<file path="src/rtl/edsac_word_receiver.sv">
`default_nettype none
// ============================================================================
// Module   : edsac_word_receiver
// Purpose  : Recovers 35-bit EDSAC words from the delay-line pulse train.
//            A '1' slot is a burst of pulses, a '0' slot is silent. Slot
//            timing is acquired from the first burst and kept aligned by
//            re-centering the slot counter on early burst edges. Completed
//            words are offered on a valid/ready handshake.
// Ports    : clk_in        system clock (100 MHz)
//            rst_n         asynchronous reset, active-low
//            in_sig        pulse train, asynchronous to clk_in
//            resync        single-cycle: drop lock, clear sticky flags
//            word_data     received word, MSB = first slot
//            word_valid    word_data holds an unconsumed word
//            word_ready    consumer accepts on word_valid && word_ready
//            locked        slot/frame timing acquired
//            framing_error sticky: burst seen in a spacing slot
//            overrun       sticky: word overwritten before acceptance
// Revision : 1.0 - initial release
// ============================================================================
module edsac_word_receiver #(
  parameter int SLOT_CYCLES  = 199,
  parameter int MIN_PULSES   = 4,
  parameter int GUARD_CYCLES = 10,
  parameter int WORD_WIDTH   = 35
) (
  input  logic                  clk_in,
  input  logic                  rst_n,
  input  logic                  in_sig,
  input  logic                  resync,
  output logic [WORD_WIDTH-1:0] word_data,
  output logic                  word_valid,
  input  logic                  word_ready,
  output logic                  locked,
  output logic                  framing_error,
  output logic                  overrun
);

  localparam int c_SLOT_W = $clog2(SLOT_CYCLES);
  localparam int c_EDGE_W = $clog2(MIN_PULSES + 1);
  localparam int c_IDX_W  = $clog2(WORD_WIDTH + 1);

  localparam logic [c_SLOT_W-1:0] c_SLOT_LAST = c_SLOT_W'(SLOT_CYCLES - 1);
  localparam logic [c_SLOT_W-1:0] c_GUARD     = c_SLOT_W'(GUARD_CYCLES);
  localparam logic [c_SLOT_W-1:0] c_GUARD2    = c_SLOT_W'(2 * GUARD_CYCLES);
  localparam logic [c_EDGE_W-1:0] c_MIN       = c_EDGE_W'(MIN_PULSES);
  localparam logic [c_IDX_W-1:0]  c_IDX_LAST  = c_IDX_W'(WORD_WIDTH - 1);
  localparam logic [c_IDX_W-1:0]  c_IDX_SPACE = c_IDX_W'(WORD_WIDTH);

  typedef enum logic [1:0] {
    S_UNLOCKED = 2'd0,
    S_ACQUIRE  = 2'd1,
    S_LOCKED   = 2'd2
  } state_t;

  state_t                r_state;
  logic                  r_sync1, r_sync2, r_sync3;
  logic [c_SLOT_W-1:0]   r_slot_cnt;
  logic [c_EDGE_W-1:0]   r_edge_cnt;
  logic [c_IDX_W-1:0]    r_slot_idx;
  logic [WORD_WIDTH-1:0] r_shift;
  logic                  r_load;
  logic [WORD_WIDTH-1:0] r_word;
  logic                  r_valid;
  logic                  r_locked;
  logic                  r_ferr;
  logic                  r_overrun;

  logic                  w_edge;
  logic                  w_slot_end;
  logic                  w_bit;
  logic [c_EDGE_W-1:0]   w_edge_inc;

  // r_sync3 is the previous synchronised sample used for edge detection.
  assign w_edge     = r_sync2 & ~r_sync3;
  assign w_slot_end = (r_slot_cnt == c_SLOT_LAST);
  assign w_bit      = (r_edge_cnt >= c_MIN);
  assign w_edge_inc = (r_edge_cnt >= c_MIN) ? c_MIN : r_edge_cnt + 1'b1;

  always_ff @(posedge clk_in or negedge rst_n) begin
    if (!rst_n) begin
      r_state    <= S_UNLOCKED;
      r_sync1    <= 1'b0;
      r_sync2    <= 1'b0;
      r_sync3    <= 1'b0;
      r_slot_cnt <= '0;
      r_edge_cnt <= '0;
      r_slot_idx <= '0;
      r_shift    <= '0;
      r_load     <= 1'b0;
      r_word     <= '0;
      r_valid    <= 1'b0;
      r_locked   <= 1'b0;
      r_ferr     <= 1'b0;
      r_overrun  <= 1'b0;
    end else begin
      r_sync1 <= in_sig;
      r_sync2 <= r_sync1;
      r_sync3 <= r_sync2;
      r_load  <= 1'b0;

      // Output handshake. A load in the same cycle as an accept wins and
      // keeps word_valid high without flagging an overrun.
      if (r_valid && word_ready) begin
        r_valid <= 1'b0;
      end
      if (r_load) begin
        r_word  <= r_shift;
        r_valid <= 1'b1;
        if (r_valid && !word_ready) begin
          r_overrun <= 1'b1;
        end
      end

      if (resync) begin
        // Partial word is abandoned; the slot index restarts on reacquire.
        r_state   <= S_UNLOCKED;
        r_locked  <= 1'b0;
        r_ferr    <= 1'b0;
        r_overrun <= 1'b0;
      end else begin
        case (r_state)
          S_UNLOCKED: begin
            if (w_edge) begin
              r_slot_cnt <= c_GUARD;
              r_edge_cnt <= {{(c_EDGE_W-1){1'b0}}, 1'b1};
              r_slot_idx <= '0;
              r_state    <= S_ACQUIRE;
            end
          end

          S_ACQUIRE: begin
            if (w_slot_end) begin
              r_slot_cnt <= '0;
              r_edge_cnt <= '0;
              if (w_bit) begin
                r_shift    <= {r_shift[WORD_WIDTH-2:0], 1'b1};
                r_slot_idx <= {{(c_IDX_W-1){1'b0}}, 1'b1};
                r_state    <= S_LOCKED;
                r_locked   <= 1'b1;
              end else begin
                // Too few pulses: treat as a glitch, no flag.
                r_state <= S_UNLOCKED;
              end
            end else begin
              r_slot_cnt <= r_slot_cnt + 1'b1;
              if (w_edge) begin
                r_edge_cnt <= w_edge_inc;
              end
            end
          end

          S_LOCKED: begin
            // An edge landing exactly on the slot-end cycle is not counted;
            // bursts sit well inside the slot so this costs nothing.
            if (w_slot_end) begin
              r_slot_cnt <= '0;
              r_edge_cnt <= '0;
              if (r_slot_idx == c_IDX_SPACE) begin
                if (w_bit) begin
                  r_ferr   <= 1'b1;
                  r_locked <= 1'b0;
                  r_state  <= S_UNLOCKED;
                end else begin
                  r_slot_idx <= '0;
                end
              end else begin
                r_shift    <= {r_shift[WORD_WIDTH-2:0], w_bit};
                r_slot_idx <= r_slot_idx + 1'b1;
                if (r_slot_idx == c_IDX_LAST) begin
                  r_load <= 1'b1;
                end
              end
            end else if (w_edge) begin
              r_edge_cnt <= w_edge_inc;
              // First edge of a slot inside the early window re-centres the
              // slot counter, absorbing drift in the delay-line pitch.
              if ((r_edge_cnt == '0) && (r_slot_cnt < c_GUARD2)) begin
                r_slot_cnt <= c_GUARD;
              end else begin
                r_slot_cnt <= r_slot_cnt + 1'b1;
              end
            end else begin
              r_slot_cnt <= r_slot_cnt + 1'b1;
            end
          end

          default: begin
            r_state  <= S_UNLOCKED;
            r_locked <= 1'b0;
          end
        endcase
      end
    end
  end

  assign word_data     = r_word;
  assign word_valid    = r_valid;
  assign locked        = r_locked;
  assign framing_error = r_ferr;
  assign overrun       = r_overrun;

endmodule
`default_nettype wire

</file>
<file path="config.mk">
export PLATFORM = sky130hd
export DESIGN_NAME = edsac_word_receiver
export DESIGN_NICKNAME = d
export VERILOG_FILES = /design/src/rtl/edsac_word_receiver.sv
export SDC_FILE = /design/constraint.sdc
export NUM_CORES = 1
export LEC_CHECK = 0
export ABC_AREA = 1
export CORE_ASPECT_RATIO = 0.5
export CORE_MARGIN = 2
export CORE_UTILIZATION = 53
export CTS_BUF_LIST = sky130_fd_sc_hd__clkbuf_4
export DETAILED_ROUTE_END_ITERATION = 10
export GPL_ROUTABILITY_DRIVEN = 0
export PLACE_DENSITY = 0.77
export SLEW_MARGIN = 20
export SYNTH_ARGS = -nofsm -noshare
export SYNTH_HDL_FRONTEND = slang
export SYNTH_SLANG_ARGS = --single-unit
</file>
<file path="constraint.sdc">
create_clock -name clk_in -period 1.7 [get_ports clk_in]
set_input_delay 0.17 -clock clk_in [delete_from_list [all_inputs] [get_ports clk_in]]
set_output_delay 0.17 -clock clk_in [all_outputs]
set_load 0.005 [all_outputs]
</file>
### Yosys cells after proc, flatten, opt, wreduce, memory -nomap -nowiden

Cells that the tools add are included.

* $add $sub $neg: 3
* eq/ne operators: 19
* $lt $le $gt $ge: 2
* reductions and logical operators: 25
* bitwise gates (word level): 3
* mux-type cells: 52

Operators with widths (count)
* 2-to-1 mux 35 bit: 4
* one-hot mux 35 bit (2 select lines): 1
* 2-to-1 mux 8 bit: 5
* 2-to-1 mux 6 bit: 6
* one-hot mux 8 bit (3 select lines): 1
* != test 3 bit (second input constant): 7
* 2-to-1 mux 1 bit: 20
* one-hot mux 6 bit (3 select lines): 1
* nonzero test 2 bit: 9
* 2-to-1 mux 2 bit: 7
* equality test 6 bit (second input constant): 2
* 2-to-1 mux 3 bit: 4
* != test 2 bit (second input constant): 6
* AND reduction 6 bit: 2
* adder 8 x 1 -> 8 bit (second input constant): 1
* equality test 8 bit (second input constant): 1
* less-than comparator 8 x 5 -> 1 bit (second input constant): 1
* AND reduction 4 bit: 2
* AND reduction 7 bit: 1
* adder 6 x 1 -> 6 bit (second input constant): 1
* one-hot mux 2 bit (3 select lines): 1
* one-hot mux 3 bit (2 select lines): 1
* AND reduction 5 bit: 1
* adder 3 x 1 -> 3 bit (second input constant): 1
* 15 further kinds: 18

* register bits: 97
* logic and storage cells: 118

### Logic depth before layout (Yosys ltp)

* depth after elaboration: 6
* mapped depth: 11
* gate-level depth less buffers: 11

### Worst setup path before layout

No wires, ideal clock.

* kind: reg-to-reg
* start: register r_state[0]
* end: register r_shift[31]
* clock period less this slack: 1.637 ns
* data required time: 1.579 ns
* data arrival time: 1.517 ns
* path buffers: 2
* slack: 0.063 ns
* cell stages (with the launch flop): 11
* cell sequence: dfrtp_1 > inv_1 > ha_1 > buf_4 > nor2_1 > inv_2 > nand2_4 > nand3_4 > buf_6 > nor2_2 > a21oi_2

* cells in the longest elaborated chain, start to end: 3

RTL lines
* from (decl): RTL line 56 `state_t r_state;`
* from (signal assigned): RTL line 82 `r_state <= S_UNLOCKED;`
* from (signal assigned): RTL line 117 `r_state <= S_UNLOCKED;`
* from (signal assigned): RTL line 128 `r_state <= S_ACQUIRE;`
* equality test 2 bit or equality test 2 x 1 -> 1 bit (tied branches): RTL line 122 `case (r_state)`
* != test 2 bit (no source line) or nonzero test 2 bit (tied branches)
* AND reduction 6 bit (no source line)
* to (signal assigned): RTL line 137 `r_shift <= {r_shift[WORD_WIDTH-2:0], 1'b1};`
* to (signal assigned): RTL line 168 `r_shift <= {r_shift[WORD_WIDTH-2:0], w_bit};`
* to (decl): RTL line 61 `logic [WORD_WIDTH-1:0] r_shift;`

Parallel ways exist; a longest one is shown, timed or not.
A chain may end at the register's enable or synchronous reset.

### Worst setup path after layout

* start: register r_state[0]
* end: register r_slot_idx[0]

* cells in the longest elaborated chain, start to end: 3

RTL lines
* equality test 2 bit (tied with other cells): RTL line 122
* != test 3 bit (no source line) (tied with other cells)
* AND reduction 7 bit (no source line)
* to (signal assigned): RTL line 138 `r_slot_idx <= {{(c_IDX_W-1){1'b0}}, 1'b1};`
* to (signal assigned): RTL line 169 `r_slot_idx <= r_slot_idx + 1'b1;`
* to (decl): RTL line 60 `logic [c_IDX_W-1:0] r_slot_idx;`

Parallel ways exist; a longest one is shown, timed or not.

==> reports/qor.yml <==
nets: 568
drt_wl_total_um: 9195
synth_common_cells: "nand2_1, dfrtp_1, inv_1"
cts_root_buffer: "clkbuf_4"
worst_pin_slew_ns: 0.3564
min_path_type: "primary input to flip-flop"
avgSynthCellArea_sq_um: 9.206
ys_seq_area_frac: 0.5425
clock_path_buffers: 2
fp-row-count: 23
wl_per_cell_um: 13.74
fin_crit_ns: 1.688
syn_area_sq_mm: 0.004474
fmax_mhz: 592.5
path_clk_slew_ns: 0.15
synth-seq-cells: 97
post-route-period-util: 0.9927
die_h_um: 68.97
io_pins: 44
r2r_slack_ns: 0.01
grtUsageTotal: 0.1989
cts_tree: "built"
fp.dieW_um: 133.9
detail_route.first_pass.iterations: 4
p_total_uw: 6011
antenna_found_initial: 0
syn-num-nets: 502
cp.arrival_ns: 2.06
synth_ff_type: "dfrtp_1"
endpoint_kind: "flip-flop"
status: "finished, final reports clean"
cap_violations: 0
fill_cells: 604
netlist_instances: 486
crit_type: "flip-flop to flip-flop"
slew_violations: 0
ys_top_cells_by_area: "dfrtp_1, nand2_1, o21ai_2, inv_1, o21ai_0"
worstSkewPairLatency_ns: 0.47
clock_skew_ns: 0.01492
synth_edf_count: 0
ir_worst_vdd_v: 0.0005333
cts_sinks: 97
postRouteAntennaNets: 0
hold_viol_final: 0
drtIter0Drc: 245
reg2regPathDepth: 10
finalSetupViolCount: 0
grt_max_degree: 52
async_flop_share: 1.000
place_hpwl_um: 5780
powerDensity_mw_per_mm2: 1076
crit_path_start_kind: "flip-flop"
worst_r2r_endpoint: "r_slot_idx[0]"
route.detailed.drc: 0
syn_to_final_growth_pct: 24.86
dp.cells: 634
drive_gt1_frac: 0.2244
yosysWarningCount: 0
htree_levels: 3
dieArea_sq_mm: 0.009238
vias: 3374
overflow: 0
rsz0062_at_grt: "true"
postLayoutCoreUtil: 0.6909
diodes: 0
grt_pass1_vias: 3042
coreArea_sq_mm: 0.008087
ys_types: 34
hold_start: "in_sig"
r2r_start: "r_state[0]"
grt_pass1_wl_um: 14150
yosysMostFrequentCell: "nand2_1"
crit_fanout: 8
holdPathStages: 1
p_leak_uw: 0.002536
slew_headroom: 0.7617
start_util: 0.5533
synth_largest_area_cell: "dfrtp_1"
stdcell_count: 669
cts_made_buffers: 9
routed_via_density: 5.043
synth_top_area_frac: 0.5425
port_buffers: 43
cp.required_ns: 2.08
hold_path_end: "r_sync1"
[state kept, by name, indices dropped and copies added, names as in the netlist, 2 cells and up]
name        count
r_shift        35
word_data      35
r_slot_cnt      8
r_slot_idx      6
r_edge_cnt      3
r_state         2
[per-stage QoR]
step / area, sq um / setup WS, ns / hold slack [ns] / TNS (ns)
2_1_floorplan: 4474 / 0.06254 / -0.1256 / 0
3_3_place_gp: 5024 / -0.03783 / 0.1054 / -0.1281
3_5_place_dp: 5024 / -0.01950 / 0.1101 / -0.07395
4_1_cts: 5246 / -0.02035 / 0.1212 / -0.04904
5_1_grt: 5587 / -0.09768 / 0.1185 / -0.8121
6_report: 5587 / 0.01237 / 0.1547 / 0
[worst max path at each step]
stage / cells past startpoint / start / to
after floorplan: 10 / r_state[0] / r_shift[31]
after global placement: 9 / resync / r_slot_idx[5]
after detailed placement: 8 / r_state[0] / r_shift[24]
after CTS: 9 / r_state[0] / r_shift[0]
after global routing: 10 / r_state[0] / r_slot_idx[0]
final: 10 / r_state[0] / r_slot_idx[0]
[layout by cell type, fill, tap and decap left out, types with 16 or more instances in the layout]
cell type          n
o21ai_0           37
nand3_1           20
clkdlybuf4s50_1   42
nand2_1          124
inv_1             52
buf_4             16
dfrtp_1           96
nor2_1            22
o21ai_2           35
[power breakdown]
group | switching [uW] | total, uW | internal, uW
clock | 821 | 1430 | 612
combinational | 1070 | 1830 | 766
sequential | 202 | 2750 | 2540
[cells by family (layout without fill, tap and decap cells)]
| group | Yosys count | in the layout | share of synthesized area |
|---|---|---|---|
| flops | 97 | 97 | 0.5425 |
| xor+xnor | 4 | 4 | 0.007831 |
| buf+inv | 81 | 152 | 0.08389 |
| simple gates | 208 | 208 | 0.2078 |
| fa+ha+maj | 11 | 11 | 0.03076 |
| compound gates | 85 | 85 | 0.1272 |
[cell type report]
| class | instances | area, sq um | area share |
|---|---|---|---|
| clock inverter | 7 | 100.1 | 0.01792 |
| multi-input combinational | 308 | 1784 | 0.3194 |
| timing repair buffer | 73 | 827.0 | 0.1480 |
| clock buffer | 9 | 67.56 | 0.01209 |
| inverter | 63 | 239.0 | 0.04278 |
| sequential | 97 | 2429 | 0.4347 |
| tap | 112 | 140.1 | 0.02508 |
[critical path, stage by stage (launching register included)]
cell and delay [ns]:
dfrtp_2 0.48, buf_6 0.14, ha_4 0.16, nor2_4 0.13
nand2_4 0.09, nor2_4 0.11, nand2_2 0.07, nor2_4 0.19
inv_4 0.09, nand2_1 0.09, nand2_1 0.05
[metal layers]
metal / vias up / part of all wire / wire, um / track usage
li1: 1680 / - / - / -
met1: 1618 / 0.46 / 4248 / 0.2534
met2: 67 / 0.49 / 4478 / 0.3385
met3: 9 / 0.039 / 360 / 0.05702
met4: 0 / 0.012 / 107 / 0.06117
met5: - / 0 / 0 / 0
[what timing repair did]
item,CTS,global route
cloned,1,4
endpoints found under the setup margin,29,50
hold buffers,1,0
setup buffers,1,12
resized for setup,4,38
endpoints found under the hold margin,90,0
pin swaps,0,12
No activity file was read; power rests on OpenSTA's default activity.
